===== config.mk =====
export PLATFORM = sky130hd
export DESIGN_NAME = csip_commit_sync_flat
export DESIGN_NICKNAME = d
export VERILOG_FILES = /design/src/rtl/csip_pkg.sv /design/src/rtl/csip_commit_sync_if.sv /design/src/rtl/csip_accum.sv /design/src/rtl/csip_commit_sync.sv /design/src/flat_wrapper.sv
export SDC_FILE = /design/constraint.sdc
export NUM_CORES = 1
export LEC_CHECK = 0
export CORE_MARGIN = 2
export CORE_UTILIZATION = 30
export DETAILED_ROUTE_END_ITERATION = 10
export PLACE_DENSITY = 0.63
export REMOVE_ABC_BUFFERS = 1
export SETUP_SLACK_MARGIN = 0.4
export SYNTH_ARGS = -nofsm -noshare
export SYNTH_HDL_FRONTEND = slang
export SYNTH_SLANG_ARGS = --single-unit

===== constraint.sdc =====
create_clock -name clk -period 2.1 [get_ports clk]
set_clock_uncertainty 0.1 [all_clocks]
set_input_delay 0.315 -clock clk [delete_from_list [all_inputs] [get_ports clk]]
set_output_delay 0.315 -clock clk [all_outputs]
set_load 0.05 [all_outputs]

===== src/rtl/csip_pkg.sv =====
// Shared types for the CS:IP commit synchroniser: committed pair layout and
// the two-state commit slot encoding.
package csip_pkg;

  localparam int SEG_W = 16;
  localparam int OFS_W = 16;

  typedef struct packed {
    logic [SEG_W-1:0] seg;
    logic [OFS_W-1:0] ofs;
  } csip_pair_t;

  typedef enum logic {
    SLOT_EMPTY = 1'b0,
    SLOT_FULL  = 1'b1
  } slot_state_t;

endpackage


===== src/rtl/csip_commit_sync_if.sv =====
// Valid/ready transfer of a committed CS:IP pair to the prefetcher.
interface csip_commit_sync_if #(
  parameter int SEG_W = 16,
  parameter int OFS_W = 16
);

  logic             fetch_valid;
  logic             fetch_ready;
  logic [SEG_W-1:0] fetch_seg;
  logic [OFS_W-1:0] fetch_ofs;

  modport master (
    output fetch_valid,
    output fetch_seg,
    output fetch_ofs,
    input  fetch_ready
  );

  modport slave (
    input  fetch_valid,
    input  fetch_seg,
    input  fetch_ofs,
    output fetch_ready
  );

endinterface


===== src/rtl/csip_accum.sv =====
// Per-field update accumulator: pending flag, held value and first/last-wins
// merge against the architectural value.
module csip_accum #(
  parameter int W         = 16,
  parameter bit LAST_WINS = 1'b0
) (
  input  logic         clk,
  input  logic         reset_n,
  input  logic         update,
  input  logic [W-1:0] din,
  input  logic [W-1:0] cur,
  input  logic         clear,
  output logic         pend,
  output logic [W-1:0] merged
);

  logic [W-1:0] acc;

  // NOTE: state registers use non-blocking assignments so every flop samples
  // the pre-edge value of its neighbours regardless of process ordering.
  always_ff @(posedge clk or negedge reset_n) begin
    if (!reset_n) begin
      pend <= 1'b0;
      acc  <= '0;
    end else if (clear) begin
      // A commit consumes and an abort drops any same-cycle update.
      pend <= 1'b0;
      acc  <= '0;
    end else if (update) begin
      pend <= 1'b1;
      if (!pend || LAST_WINS) acc <= din;
    end
  end

  always_comb begin
    if (pend && !(LAST_WINS && update)) merged = acc;
    else if (update)                     merged = din;
    else                                 merged = cur;
  end

endmodule


===== src/rtl/csip_commit_sync.sv =====
// Merges microcode CS:IP updates and commits the pair atomically through a
// one-entry slot to the prefetcher.
module csip_commit_sync #(
  parameter int SEG_W     = 16,
  parameter int OFS_W     = 16,
  parameter bit LAST_WINS = 1'b0
) (
  input  logic             clk,
  input  logic             reset_n,
  input  logic             seg_update,
  input  logic [SEG_W-1:0] seg_in,
  input  logic             ofs_update,
  input  logic [OFS_W-1:0] ofs_in,
  input  logic [SEG_W-1:0] cur_seg,
  input  logic [OFS_W-1:0] cur_ofs,
  input  logic             propagate,
  input  logic             abort,
  output logic             commit_stall,
  csip_commit_sync_if.master fetch
);

  csip_pkg::slot_state_t state_q, state_d;

  logic             seg_pend, ofs_pend;
  logic [SEG_W-1:0] seg_merged, seg_q;
  logic [OFS_W-1:0] ofs_merged, ofs_q;
  logic             any_pend, load, acc_clear;

  assign any_pend     = seg_pend | ofs_pend | seg_update | ofs_update;
  assign commit_stall = (state_q == csip_pkg::SLOT_FULL) && !fetch.fetch_ready
                        && propagate && any_pend;
  assign load         = propagate && any_pend && !abort && !commit_stall;
  assign acc_clear    = load || abort;

  csip_accum #(.W(SEG_W), .LAST_WINS(LAST_WINS)) u_seg_accum (
    .clk    (clk),
    .reset_n(reset_n),
    .update (seg_update),
    .din    (seg_in),
    .cur    (cur_seg),
    .clear  (acc_clear),
    .pend   (seg_pend),
    .merged (seg_merged)
  );

  csip_accum #(.W(OFS_W), .LAST_WINS(LAST_WINS)) u_ofs_accum (
    .clk    (clk),
    .reset_n(reset_n),
    .update (ofs_update),
    .din    (ofs_in),
    .cur    (cur_ofs),
    .clear  (acc_clear),
    .pend   (ofs_pend),
    .merged (ofs_merged)
  );

  always_ff @(posedge clk or negedge reset_n) begin
    if (!reset_n) state_q <= csip_pkg::SLOT_EMPTY;
    else          state_q <= state_d;
  end

  // NOTE: state_d gets a default before the case so no path leaves it
  // unassigned, which would otherwise infer a latch.
  always_comb begin
    state_d = state_q;
    case (state_q)
      csip_pkg::SLOT_EMPTY: if (load) state_d = csip_pkg::SLOT_FULL;
      csip_pkg::SLOT_FULL: begin
        // A load in the handshake cycle refills the slot with no bubble.
        if (load)                   state_d = csip_pkg::SLOT_FULL;
        else if (fetch.fetch_ready) state_d = csip_pkg::SLOT_EMPTY;
      end
      default: state_d = csip_pkg::SLOT_EMPTY;
    endcase
  end

  // NOTE: the pair register is reset even though fetch_valid qualifies it,
  // so the prefetcher never observes X or a stale pair after reset.
  always_ff @(posedge clk or negedge reset_n) begin
    if (!reset_n) begin
      seg_q <= '0;
      ofs_q <= '0;
    end else if (load) begin
      seg_q <= seg_merged;
      ofs_q <= ofs_merged;
    end
  end

  assign fetch.fetch_valid = (state_q == csip_pkg::SLOT_FULL);
  assign fetch.fetch_seg   = seg_q;
  assign fetch.fetch_ofs   = ofs_q;

endmodule


===== src/flat_wrapper.sv =====
// flat-port wrapper written by rule: the top's interface ports become plain ports
module csip_commit_sync_flat 
#(
  parameter int SEG_W     = 16,
  parameter int OFS_W     = 16,
  parameter bit LAST_WINS = 1'b0
)
  (clk, reset_n, seg_update, seg_in, ofs_update, ofs_in, cur_seg, cur_ofs, propagate, abort, commit_stall, fetch_fetch_valid, fetch_fetch_seg, fetch_fetch_ofs, fetch_fetch_ready);
  csip_commit_sync_if #(.SEG_W(SEG_W), .OFS_W(OFS_W)) fetch_i ();
  input  logic clk;
  input  logic reset_n;
  input  logic seg_update;
  input  logic [SEG_W-1:0] seg_in;
  input  logic ofs_update;
  input  logic [OFS_W-1:0] ofs_in;
  input  logic [SEG_W-1:0] cur_seg;
  input  logic [OFS_W-1:0] cur_ofs;
  input  logic propagate;
  input  logic abort;
  output logic commit_stall;
  output wire logic [$bits(fetch_i.fetch_valid)-1:0] fetch_fetch_valid;
  output wire logic [$bits(fetch_i.fetch_seg)-1:0] fetch_fetch_seg;
  output wire logic [$bits(fetch_i.fetch_ofs)-1:0] fetch_fetch_ofs;
  input wire logic [$bits(fetch_i.fetch_ready)-1:0] fetch_fetch_ready;
  assign fetch_fetch_valid = fetch_i.fetch_valid;
  assign fetch_fetch_seg = fetch_i.fetch_seg;
  assign fetch_fetch_ofs = fetch_i.fetch_ofs;
  assign fetch_i.fetch_ready = fetch_fetch_ready;
  csip_commit_sync #(.SEG_W(SEG_W), .OFS_W(OFS_W), .LAST_WINS(LAST_WINS)) u_core (.clk(clk), .reset_n(reset_n), .seg_update(seg_update), .seg_in(seg_in), .ofs_update(ofs_update), .ofs_in(ofs_in), .cur_seg(cur_seg), .cur_ofs(cur_ofs), .propagate(propagate), .abort(abort), .commit_stall(commit_stall), .fetch(fetch_i));
endmodule

==> impl_metrics.csv <==
group,metric,value,unit
run_status,outcome,"finished clean",
synth,ys_seq_area_share,49.2,%
synth,synth.most_common_cell,"nand2_1",
placement,hpwlAfterDp,5910,microns
finish,final_nets,514,
placement,place_inst,564,
timing,fmax,531,MHz
floorplanning,fp.dieW,111,microns
grt,grt_first_pass_wirelength,14800,microns
grt,grt.total_usage,15.0,%
clock_network,clk_pin_slew,0.05,ns
clock_network,tritoncts,"built",
pwr,irDropWorstVdd,0.392,mV
synth,synth.distinct_cells,19,
synth,synth_top_cell_by_area,"dfrtp_1",
setup_path,end_kind,"output pin",
timing,fin_crit_sh,89.7,%
synth,synthMuxAreaShare,23.3,%
synth,syn_area,0.00341,sq mm
finish,regArea,0.00168,sq mm
synth,synth_common_cells,"nand2_1 (96), dfrtp_1 (67), o21ai_0 (33)",
setup_path,crit_fanout,3,
run,maxCapViolCount,0,
timing,rsz0062_at_grt,"true",
clock_network,clockBufferDepth,2,
synth,avgSynthCellArea,10.3,sq um
synth,ys_seq_elements,67,
setup_path,required,1.68,ns
finish,layout-drive-gt1-share,16.1,%
setup_path,arrival,1.47,ns
floorplanning,core,0.0110,sq mm
setup_path,critPathLaunchType,"flop",
placement,place_congestion,0.763,
routing,met1_length,3920,microns
routing,drtIter0Drc,125,
synth,synth_top_area_share,49.2,%
synth,synthSimpleGateAreaFrac,12.7,%
finish,area_growth,48.1,%
clock_network,insertion_delay,0.32,ns
floorplanning,die_y,111,microns
synth,yosys-top-cells-area,"dfrtp_1 (49%), mux2_4 (13%), nand2_1 (11%), mux2i_1 (9.4%), o21ai_0 (4.8%)",
synth,synthAdderAreaFrac,0,%
timing,slew_headroom,42.2,%
synth,synth_compound_area_share,10.7,%
finish,final_cells,586,
routing,wl_met3,520,microns
timing,finalMaxSlewViolations,0,
routing,route.met2.wl,4380,microns
placement,dpl-instance-area,0.00463,sq mm
timing,setup_viol,0,
clock_network,numCtsBuffers,9,
floorplanning,start_util,31.0,%
grt,first_global_vias,2840,
timing,tightest_slew,0.865,ns
synth,syn_inst,332,
routing,vias_per_cell,4.68,
pwr,power_density,940,mW/mm^2
finish,utilization,46.0,%
clock_network,h-tree-depth,3,
routing,antenna_left,0,
finish,antennaDiodeCount,0,
routing,vias,2741,
floorplanning,io_pins,105,
setup_path,worst-setup-path-type,"reg -> out",
synth,synth_warnings,0,
timing,min_period,1.88,ns
finish,multi_input_area,0.00160,sq mm
routing,top_layer,"met4",
grt,grt_overflow_total,0,
synth,synth_top_family_by_area,"multiplexers",
floorplanning,die-area,0.0122,sq mm
routing,routed_wl,8910,microns
synth,async_reset_ff_share,100,%
clock_network,cts_sinks,67,
routing,dr.pass1.iters,4,
placement,port_buffers,104,
synth,yosys_most_used_dff,"dfrtp_1",
finish,fillCellCount,1045,
grt,grt_antenna_before_repair,0,
worst_hold_path,hold_class,"in -> async",
timing,holdWs,0.364,ns
grt,grt_max_degree,39,
synth,synth_xor_area_share,0,%
pwr,leakage,2.27,nW
routing,route.detailed.drc,0,
synth,synth_edf_count,0,
floorplanning,rows,38,
routing,wl_per_cell,15.2,microns
timing,hold_viol_final,0,
clock_network,cts_root_buf,"clkbuf_16",
finish,stdcell_area,0.00505,sq mm
## cells by family after synthesis
group	Yosys count
compound gates	67
buf+inv	26
flops	67
mux	64
simple gates	108
## flip-flops by register name, indices dropped and copies added (netlist names)
register	cells
u_core.fetch.fetch_ofs	16
u_core.fetch.fetch_seg	16
u_core.fetch.fetch_valid	1
u_core.u_ofs_accum.acc	16
u_core.u_ofs_accum.pend	1
u_core.u_seg_accum.acc	16
u_core.u_seg_accum.pend	1
## path summary, 6_finish.rpt
check                      slack (ns)  cells after the start                                      to                                    from
setup / recovery                 0.22                      4                            commit_stall     u_core.u_seg_accum.pend$_DFFE_PN0P_
hold / removal                   0.36                      2  u_core.fetch.fetch_seg[14]$_DFFE_PN0P_                                 reset_n
setup reg to reg                 0.27                      6   u_core.fetch.fetch_ofs[4]$_DFFE_PN0P_     u_core.u_seg_accum.pend$_DFFE_PN0P_
hold reg to reg                  0.40                      1  u_core.fetch.fetch_seg[15]$_DFFE_PN0P_  u_core.fetch.fetch_seg[15]$_DFFE_PN0P_
max in group asynchronous        0.98                      3  u_core.u_ofs_accum.acc[12]$_DFFE_PN0P_                                 reset_n
min in group clk                 0.40                      1  u_core.fetch.fetch_seg[15]$_DFFE_PN0P_  u_core.fetch.fetch_seg[15]$_DFFE_PN0P_
## power breakdown
group	total [mW]	leakage (nW)	internal [mW]	switching [mW]
Combinational	1.55	1.25	0.606	0.940
Sequential	1.59	0.865	1.48	0.106
Clock	1.61	0.155	1.09	0.517
Total	4.74	2.27	3.18	1.56
## cell type report
class	count	share of cell area (%)
sequential	67	33.2
multi-input combinational	239	31.7
timing repair buffer	126	25.3
clock buffer	12	5.08
tap	140	3.47
clock inverter	2	1.19
## placed cells by master (no fill, tap or decap), drive strengths merged
cell type	netlist	routed
o21bai	1	1
nor3	1	1
buf	13	20
nand2	96	96
a21oi	32	32
dfrtp	67	67
nor2b	3	3
nand2b	2	2
clkdlybuf4s50	0	66
or2b	1	1
dlygate4sd2	0	35
bufinv	0	2
nor2	5	5
clkdlybuf4s15	0	1
o41ai	1	1
dlygate4sd3	0	1
clkbuf	13	15
o21ai	33	33
mux2	32	32
mux2i	32	32
## worst max-delay path: stages (launching register included)
cell     delay (ns)
dfrtp_1        0.41
o41ai_4        0.35
buf_4          0.19
nor2_2         0.05
buf_6          0.15
## per-stage QoR
stage / worst slack [ns] / TNS, ns / total power, mW
global placement: -0.136 / -3.79 / 3.23
floorplan: -0.766 / -22.19 / 2.59
CTS: 0.178 / 0 / 4.78
detailed placement: -0.175 / -5.50 / 3.25
global route: 0.143 / 0 / 4.94
finish: 0.217 / 0 / 4.74
## routing by layer
metal  track usage (%)  vias to the layer above
met5                 0                        -
met4              4.00                        0
met3              3.84                       11
met2              25.8                       94
met1              18.8                     1289
li1                  -                     1347
## timing repair
item                                    4_1_cts  5_1_grt
gates resized for setup                      39        2
cloned                                        1        3
endpoints found under the setup margin      100       68
hold endpoints to repair                     29        0
setup buffers                                 3        0
hold buffers                                  1        0
pin swaps                                     3        3
Power figures use the tool's default switching activity.
